`src/rtl/vslc_timer_bank_if.sv`:
```
`default_nettype none
// ============================================================================
// Module   : vslc_timer_bank_if
// Purpose  : Configuration bus of the VSLC timer bank. One single-cycle
//            write strobe selects a channel and a register field and carries
//            the write data.
// Signals  : cfg_we    - write strobe, one clk per write
//            cfg_ch    - target channel (values >= N_CH are ignored)
//            cfg_field - 0 period_a, 1 period_b, 2 ctrl {mode,div}, 3 reserved
//            cfg_data  - write data
// Modports : master drives the bus, slave (the timer bank) receives it.
// Revision : 1.0 - initial release
// ============================================================================
interface vslc_timer_bank_if #(
    parameter int N_CH  = 4,
    parameter int CNT_W = 10
);
    localparam int CH_W = (N_CH > 1) ? $clog2(N_CH) : 1;

    logic             cfg_we;
    logic [CH_W-1:0]  cfg_ch;
    logic [1:0]       cfg_field;
    logic [CNT_W-1:0] cfg_data;

    modport master (
        output cfg_we,
        output cfg_ch,
        output cfg_field,
        output cfg_data
    );

    modport slave (
        input  cfg_we,
        input  cfg_ch,
        input  cfg_field,
        input  cfg_data
    );
endinterface
`default_nettype wire

```
`src/rtl/vslc_timer_bank.sv`:
```
`default_nettype none
// ============================================================================
// Module   : vslc_timer_bank
// Purpose  : Bank of N_CH independent PLC timers. Each channel has its own
//            power-of-two prescaler, two period registers and one of four
//            modes: CYCLE, ONESHOT, TON (on-delay) and TOF (off-delay).
// Ports    : clk          - system clock, rising edge
//            rst_n        - asynchronous active-low reset
//            cfg_if       - configuration bus (slave modport)
//            run_i        - per-channel enable / trigger level
//            tmr_out_o    - registered timer outputs
//            tmr_active_o - channel is currently timing an interval
//            tmr_done_o   - one-clk pulse at the end of an interval
// Revision : 1.0 - initial release
// ============================================================================
module vslc_timer_bank #(
    parameter int N_CH  = 4,
    parameter int CNT_W = 10,
    parameter int DIV_W = 4
) (
    input  wire logic            clk,
    input  wire logic            rst_n,
    vslc_timer_bank_if.slave     cfg_if,
    input  wire logic [N_CH-1:0] run_i,
    output logic      [N_CH-1:0] tmr_out_o,
    output logic      [N_CH-1:0] tmr_active_o,
    output logic      [N_CH-1:0] tmr_done_o
);
    localparam int CH_W  = (N_CH > 1) ? $clog2(N_CH) : 1;
    localparam int PRE_W = 2 ** DIV_W;

    localparam logic [1:0] MODE_CYCLE   = 2'd0;
    localparam logic [1:0] MODE_ONESHOT = 2'd1;
    localparam logic [1:0] MODE_TON     = 2'd2;

    localparam logic [1:0] FIELD_PA   = 2'd0;
    localparam logic [1:0] FIELD_PB   = 2'd1;
    localparam logic [1:0] FIELD_CTRL = 2'd2;

    // IDLE: not counting. CNT_A / CNT_B: timing period_a / period_b.
    typedef enum logic [1:0] {
        ST_IDLE  = 2'd0,
        ST_CNT_A = 2'd1,
        ST_CNT_B = 2'd2
    } state_t;

    for (genvar g = 0; g < N_CH; g++) begin : g_ch
        logic [CNT_W-1:0] period_a_q, period_a_d;
        logic [CNT_W-1:0] period_b_q, period_b_d;
        logic [CNT_W-1:0] cnt_q, cnt_d;
        logic [PRE_W-1:0] pre_q, pre_d;
        logic [1:0]       mode_q, mode_d;
        logic [DIV_W-1:0] div_q, div_d;
        state_t           state_q, state_d;
        logic             out_q, out_d;
        logic             done_q, done_d;
        logic             run_prev_q;

        logic             w_sel, w_wr_a, w_wr_b, w_wr_ctrl;
        logic             w_run, w_rise, w_fall;
        logic             w_tick, w_fin, w_count;
        logic [PRE_W-1:0] w_pre_mask;
        logic [CNT_W-1:0] w_raw_a, w_raw_b, w_raw_per, w_per, w_cnt_inc;

        assign w_sel     = cfg_if.cfg_we && (cfg_if.cfg_ch == CH_W'(g));
        assign w_wr_a    = w_sel && (cfg_if.cfg_field == FIELD_PA);
        assign w_wr_b    = w_sel && (cfg_if.cfg_field == FIELD_PB);
        assign w_wr_ctrl = w_sel && (cfg_if.cfg_field == FIELD_CTRL);

        assign w_run  = run_i[g];
        assign w_rise = w_run && !run_prev_q;
        assign w_fall = !w_run && run_prev_q;

        // A period write landing on the same edge as a comparison takes
        // effect in that comparison; a zero period behaves as one tick.
        assign w_raw_a   = w_wr_a ? cfg_if.cfg_data : period_a_q;
        assign w_raw_b   = w_wr_b ? cfg_if.cfg_data : period_b_q;
        assign w_raw_per = (state_q == ST_CNT_B) ? w_raw_b : w_raw_a;
        assign w_per     = (w_raw_per == '0) ? CNT_W'(1) : w_raw_per;

        // Tick when the low div bits of the prescaler are all ones.
        assign w_pre_mask = (PRE_W'(1) << div_q) - PRE_W'(1);
        assign w_tick     = ((pre_q & w_pre_mask) == w_pre_mask);

        // Saturating increment: a counter already at or beyond a freshly
        // shrunk period finishes on the next tick instead of wrapping.
        assign w_cnt_inc = (cnt_q >= w_per) ? w_per : (cnt_q + CNT_W'(1));
        assign w_fin     = w_tick && (w_cnt_inc >= w_per);

        always_comb begin
            period_a_d = w_wr_a ? cfg_if.cfg_data : period_a_q;
            period_b_d = w_wr_b ? cfg_if.cfg_data : period_b_q;
            mode_d     = mode_q;
            div_d      = div_q;
            state_d    = state_q;
            out_d      = out_q;
            done_d     = 1'b0;
            cnt_d      = cnt_q;
            pre_d      = pre_q;
            w_count    = 1'b0;

            if (w_wr_ctrl) begin
                mode_d  = cfg_if.cfg_data[DIV_W+1:DIV_W];
                div_d   = cfg_if.cfg_data[DIV_W-1:0];
                state_d = ST_IDLE;
                out_d   = 1'b0;
                cnt_d   = '0;
                pre_d   = '0;
            end else begin
                case (mode_q)
                    MODE_CYCLE: begin
                        if (!w_run) begin
                            state_d = ST_IDLE;
                            out_d   = 1'b0;
                            cnt_d   = '0;
                            pre_d   = '0;
                        end else if (state_q == ST_IDLE) begin
                            state_d = ST_CNT_A;
                            out_d   = 1'b0;
                            cnt_d   = '0;
                            pre_d   = '0;
                        end else begin
                            w_count = 1'b1;
                            if (w_fin) begin
                                if (state_q == ST_CNT_A) begin
                                    state_d = ST_CNT_B;
                                    out_d   = 1'b1;
                                end else begin
                                    state_d = ST_CNT_A;
                                    out_d   = 1'b0;
                                    done_d  = 1'b1;
                                end
                            end
                        end
                    end
                    MODE_ONESHOT: begin
                        // Non-retriggerable: edges are only looked at when idle.
                        if (state_q == ST_IDLE) begin
                            if (w_rise) begin
                                state_d = ST_CNT_A;
                                out_d   = 1'b1;
                                cnt_d   = '0;
                                pre_d   = '0;
                            end
                        end else begin
                            w_count = 1'b1;
                            if (w_fin) begin
                                state_d = ST_IDLE;
                                out_d   = 1'b0;
                                done_d  = 1'b1;
                            end
                        end
                    end
                    MODE_TON: begin
                        // out_q high while idle means the delay already
                        // elapsed and the output is being held.
                        if (!w_run) begin
                            state_d = ST_IDLE;
                            out_d   = 1'b0;
                            cnt_d   = '0;
                            pre_d   = '0;
                        end else if (state_q == ST_IDLE) begin
                            if (!out_q) begin
                                state_d = ST_CNT_A;
                                cnt_d   = '0;
                                pre_d   = '0;
                            end
                        end else begin
                            w_count = 1'b1;
                            if (w_fin) begin
                                state_d = ST_IDLE;
                                out_d   = 1'b1;
                                done_d  = 1'b1;
                            end
                        end
                    end
                    default: begin
                        // TOF: output follows run high, drops after the
                        // off-delay; run returning high cancels the delay.
                        if (w_run) begin
                            state_d = ST_IDLE;
                            out_d   = 1'b1;
                            cnt_d   = '0;
                            pre_d   = '0;
                        end else if (state_q == ST_IDLE) begin
                            if (w_fall) begin
                                state_d = ST_CNT_A;
                                cnt_d   = '0;
                                pre_d   = '0;
                            end
                        end else begin
                            w_count = 1'b1;
                            if (w_fin) begin
                                state_d = ST_IDLE;
                                out_d   = 1'b0;
                                done_d  = 1'b1;
                            end
                        end
                    end
                endcase

                if (w_count) begin
                    if (w_tick) begin
                        pre_d = '0;
                        cnt_d = w_fin ? '0 : w_cnt_inc;
                    end else begin
                        pre_d = pre_q + PRE_W'(1);
                    end
                end
            end
        end

        always_ff @(posedge clk or negedge rst_n) begin
            if (!rst_n) begin
                period_a_q <= CNT_W'(1);
                period_b_q <= CNT_W'(2);
                mode_q     <= MODE_CYCLE;
                div_q      <= '0;
                cnt_q      <= '0;
                pre_q      <= '0;
                state_q    <= ST_IDLE;
                out_q      <= 1'b0;
                done_q     <= 1'b0;
                run_prev_q <= 1'b0;
            end else begin
                period_a_q <= period_a_d;
                period_b_q <= period_b_d;
                mode_q     <= mode_d;
                div_q      <= div_d;
                cnt_q      <= cnt_d;
                pre_q      <= pre_d;
                state_q    <= state_d;
                out_q      <= out_d;
                done_q     <= done_d;
                run_prev_q <= w_run;
            end
        end

        assign tmr_out_o[g]    = out_q;
        assign tmr_active_o[g] = (state_q != ST_IDLE);
        assign tmr_done_o[g]   = done_q;
    end
endmodule
`default_nettype wire

```
`src/flat_wrapper.sv`:
```
// flat-port wrapper written by rule: the top's interface ports become plain ports
module vslc_timer_bank_flat 
#(
    parameter int N_CH  = 4,
    parameter int CNT_W = 10,
    parameter int DIV_W = 4
)
  (clk, rst_n, run_i, tmr_out_o, tmr_active_o, tmr_done_o, cfg_if_cfg_we, cfg_if_cfg_ch, cfg_if_cfg_field, cfg_if_cfg_data);
  vslc_timer_bank_if #(.N_CH(N_CH), .CNT_W(CNT_W)) cfg_if_i ();
  input  wire logic clk;
  input  wire logic rst_n;
  input  wire logic [N_CH-1:0] run_i;
  output logic      [N_CH-1:0] tmr_out_o;
  output logic      [N_CH-1:0] tmr_active_o;
  output logic      [N_CH-1:0] tmr_done_o;
  input wire logic [$bits(cfg_if_i.cfg_we)-1:0] cfg_if_cfg_we;
  input wire logic [$bits(cfg_if_i.cfg_ch)-1:0] cfg_if_cfg_ch;
  input wire logic [$bits(cfg_if_i.cfg_field)-1:0] cfg_if_cfg_field;
  input wire logic [$bits(cfg_if_i.cfg_data)-1:0] cfg_if_cfg_data;
  assign cfg_if_i.cfg_we = cfg_if_cfg_we;
  assign cfg_if_i.cfg_ch = cfg_if_cfg_ch;
  assign cfg_if_i.cfg_field = cfg_if_cfg_field;
  assign cfg_if_i.cfg_data = cfg_if_cfg_data;
  vslc_timer_bank #(.N_CH(N_CH), .CNT_W(CNT_W), .DIV_W(DIV_W)) u_core (.clk(clk), .rst_n(rst_n), .cfg_if(cfg_if_i), .run_i(run_i), .tmr_out_o(tmr_out_o), .tmr_active_o(tmr_active_o), .tmr_done_o(tmr_done_o));
endmodule
```
`config.mk`:
```
export PLATFORM = sky130hd
export DESIGN_NAME = vslc_timer_bank_flat
export DESIGN_NICKNAME = d
export VERILOG_FILES = /design/src/rtl/vslc_timer_bank_if.sv /design/src/rtl/vslc_timer_bank.sv /design/src/flat_wrapper.sv
export SDC_FILE = /design/constraint.sdc
export NUM_CORES = 1
export LEC_CHECK = 0
export ABC_CLOCK_PERIOD_IN_PS = 12900
export BUFFER_PORTS_ARGS = -buffer_cell sky130_fd_sc_hd__buf_2
export CORE_MARGIN = 4
export CORE_UTILIZATION = 50
export DETAILED_ROUTE_END_ITERATION = 16
export PLACE_DENSITY = 0.65
export SLEW_MARGIN = 25
export SYNTH_ARGS = -nofsm -noshare
export SYNTH_HDL_FRONTEND = slang
export SYNTH_SLANG_ARGS = --single-unit
```
`constraint.sdc`:
```
create_clock -name clk -period 12.9 [get_ports clk]
set_clock_uncertainty 0.2 [all_clocks]
set_input_delay 1.29 -clock clk [delete_from_list [all_inputs] [get_ports clk]]
set_output_delay 1.29 -clock clk [all_outputs]
set_load 0.05 [all_outputs]
```
==> qor.yml <==
slew_headroom_pct: 32.2
h-tree-depth: 1
fin_util_pct: 55.1
grt_pass1_vias: 11779
cts_tree: "built"
start_util_pct: 50.8
crit_fanout: 11
grt.overflow.total: 0
cts.sinks: 224
wirelength_um: 36900
die_y_um: 182
critPathCaptureType: "flip-flop"
period_needed_ns: 7.69
postCtsHoldBufs: 0
vdd_drop_max_mv: 0.121
crit_chain: "buf_2, nand3b_1, nor2_1, a21oi_1, o21ai_0, nand4_1, or3_1, nand2_1, ha_1, nand2b_1, a21o_1, a211oi_1, o31a_1, o21ai_1, buf_4, nor2_1, a21oi_1, ha_1, a21o_1, a21o_1, a21oi_1, nand2_1, nor3_2, a22o_1"
path_clk_slew_ns: 0.06
num_vias: 12729
wire_per_inst_um: 18.1
drtPass1Iterations: 7
min_from: "u_core.g_ch[2].pre_q[5]"
root_buffer: "clkbuf_16"
fin_area_sq_um: 16300
seq_area_sq_um: 5620
netlist_instances: 1664
insertion_delay_ns: 0.54
coreArea_sq_um: 29600
drc: 0
ys_warn_count: 0
cts_buffer_depth: 3
grt_max_degree: 110
drtIter0Drc: 992
fin_setup_tns_ns: 0
viasPerCell: 6.22
max-cap-violations: 0
synth_area_sq_um: 15100
power_density_nw_per_um2: 163
path_class: "in -> reg"
worst_slack_ns: 5.21
layout-drive-gt1-share_pct: 12.3
fmax_mhz: 130
synth-main-ff-cell: "dfrtp_1"
synth_edf_count: 0
setup_viol: 0
die_area_sq_um: 33000
hold_viol_final: 0
cts_setup_buffers: 0
crit_path_max_incr_delay_ns: 0.80
cp.arrival_ns: 7.96
antenna_found_initial: 1
cp-start-kind: "input pin"
worst-r2r-setup-slack_ns: 6.27
grt_setup_unrepaired: "no"
leakagePower_nw: 7.24
max_slew.worst_pin.slew_ns: 1.02
ys_seq_area_share_pct: 37.3
pre_cts_slack_ns: 4.46
grtUsageTotal_pct: 21.8
fill_cells: 2724
outcome: "complete, no violations"
cts_buffers: 27
hold_depth: 1
critPathRequiredTime_ns: 13.17
synth-seq-cells: 224
grt_first_pass_wirelength_um: 61400
ys_async_sr_fraction_pct: 100
hold_class: "reg -> reg"
synth_cell_types: 82
area_growth_pct: 8.36
p_total_w: 0.00265
port_buffers: 32
final_net_count: 1759
ioPinCount: 33
die_x_um: 182
r2r_end: "u_core.g_ch[0].cnt_q[5]"
syn_nets: 1789
gp_congestion: 0.848
maxSlewViolCount: 0
dpl_cell_area_sq_um: 15400
cts-resized-gates: 0
cp_slowest_cell: "nor2_1"
dp_hpwl_um: 25300
ant_nets: 0
min_to: "u_core.g_ch[2].pre_q[5]"
r2r_cells: 25
fp-row-count: 63
multiInputGateArea_sq_um: 8900
fin_crit_sh_pct: 59.6
timing.rr.start: "u_core.g_ch[0].state_q[0]"
syn_area_per_cell_sq_um: 9.05
==> metal layers <==
layer / GRT usage, % / part of all wire (%) / vias to the layer above / wire, um
met2: 34.7 / 46 / 316 / 17100
met5: 0 / 0 / - / 0
met1: 31.8 / 47 / 6228 / 17500
li1: - / - / 6137 / -
met3: 2.68 / 4.7 / 48 / 1720
met4: 5.58 / 1.8 / 0 / 682
==> through the flow <==
stage	std cells	hold WS, ns
after global placement	1995	0.288
after CTS	2044	0.308
after detailed placement	1995	0.295
after floorplan	1664	0.262
after global routing	2045	0.318
final	2046	0.302
==> final cells by class <==
class                   instances  share of cell area, %
multi-input cells            1303                   54.6
well taps                     390                   2.99
diodes                          2                 0.0307
clock buffers                  37                   4.80
flip-flops and latches        224                   34.4
clock inverters                12                  0.889
inverters                      37                  0.851
repair buffers                 41                   1.46
==> flip-flops by register name, summed over array words and instances (netlist names) <==
signal                  flops
u_core.g_ch.period_a_q     40
u_core.g_ch.done_q          4
u_core.g_ch.cnt_q          40
u_core.g_ch.mode_q          8
u_core.g_ch.state_q         8
u_core.g_ch.pre_q          60
u_core.g_ch.period_b_q     40
u_core.g_ch.div_q          16
u_core.g_ch.run_prev_q      4
u_core.g_ch.out_q           4
==> Yosys cell counts (9+ instances only) <==
| master | instances | area [sq um] |
|---|---|---|
| dfrtp_1 | 216 | 5410 |
| nand2_1 | 145 | 544 |
| o21ai_0 | 132 | 661 |
| nor2_1 | 127 | 477 |
| a21oi_1 | 118 | 591 |
| ha_1 | 104 | 1300 |
| mux2_2 | 85 | 957 |
| clkbuf_1 | 78 | 293 |
| nand3_1 | 75 | 375 |
| a22o_1 | 50 | 438 |
| nand2b_1 | 41 | 257 |
| inv_1 | 35 | 131 |
| a21o_1 | 34 | 255 |
| xnor2_1 | 31 | 272 |
| a31oi_1 | 30 | 188 |
| and3_1 | 30 | 188 |
| nor3_1 | 27 | 135 |
| a222oi_1 | 22 | 220 |
| o22a_1 | 20 | 175 |
| nor2b_1 | 17 | 106 |
| a211oi_1 | 14 | 105 |
| xor2_1 | 14 | 123 |
| nand4_1 | 13 | 81.3 |
| mux2i_1 | 11 | 110 |
| o31ai_1 | 10 | 75.1 |
| buf_2 | 9 | 45.0 |
| buf_4 | 9 | 67.6 |
| or3_1 | 9 | 56.3 |
==> worst max-delay path: cells and delay by family <==
family / cells / cell delay [ns]
fa+ha+maj: 2 / 0.42
compound gates: 11 / 3.19
simple gates: 9 / 2.63
buf+inv: 2 / 0.42
==> cells by family (layout without fill, tap and decap cells) <==
logic type,count (synthesis),count (layout),share of synthesized area (%)
AND/OR/NAND/NOR,529,529,17.2
adder cells (fa/ha/maj),104,104,8.64
AO/OA/AOI/OAI,529,529,23.4
XOR/XNOR,45,45,2.62
other,0,2,0
flip-flops,224,224,37.3
multiplexers,96,96,7.09
buffers and inverters,137,127,3.76
==> layout by cell type (no fill, tap or decap), types with 30 or more instances in the layout <==
cell type  Yosys  layout
nand3_1       75      75
and3_1        30      30
a21oi_1      118     118
nand2b_1      41      41
xnor2_1       31      31
mux2_2        85      85
nand2_1      145     145
o21ai_0      132     131
ha_1         104     104
buf_2          9      31
a22o_1        50      50
inv_1         35      35
dfrtp_1      216     216
a21o_1        34      34
nor2_1       127     127
==> worst max path at each step <==
| stage | startpoint | end | depth (start not counted) |
|---|---|---|---|
| finish | cfg_if_cfg_field[1] | u_core.g_ch[3].cnt_q[1] | 24 |
| CTS | cfg_if_cfg_field[1] | u_core.g_ch[1].cnt_q[7] | 23 |
| global route | cfg_if_cfg_field[1] | u_core.g_ch[3].cnt_q[1] | 26 |
| floorplan | cfg_if_cfg_ch[0] | u_core.g_ch[1].cnt_q[1] | 26 |
| detailed placement | cfg_if_cfg_field[1] | u_core.g_ch[1].cnt_q[7] | 23 |
| global placement | cfg_if_cfg_field[1] | u_core.g_ch[1].cnt_q[2] | 23 |
==> report_power, final <==
part | leakage (nW) | switching, W | total (W) | internal [W]
Clock | 0.461 | 0.000315 | 0.000798 | 0.000483
Sequential | 2.91 | 0.000122 | 0.000930 | 0.000808
Combinational | 3.87 | 0.000563 | 0.000925 | 0.000362
Total | 7.24 | 0.00100 | 0.00265 | 0.00165
Note: power is estimated with default switching activity, not from simulation.
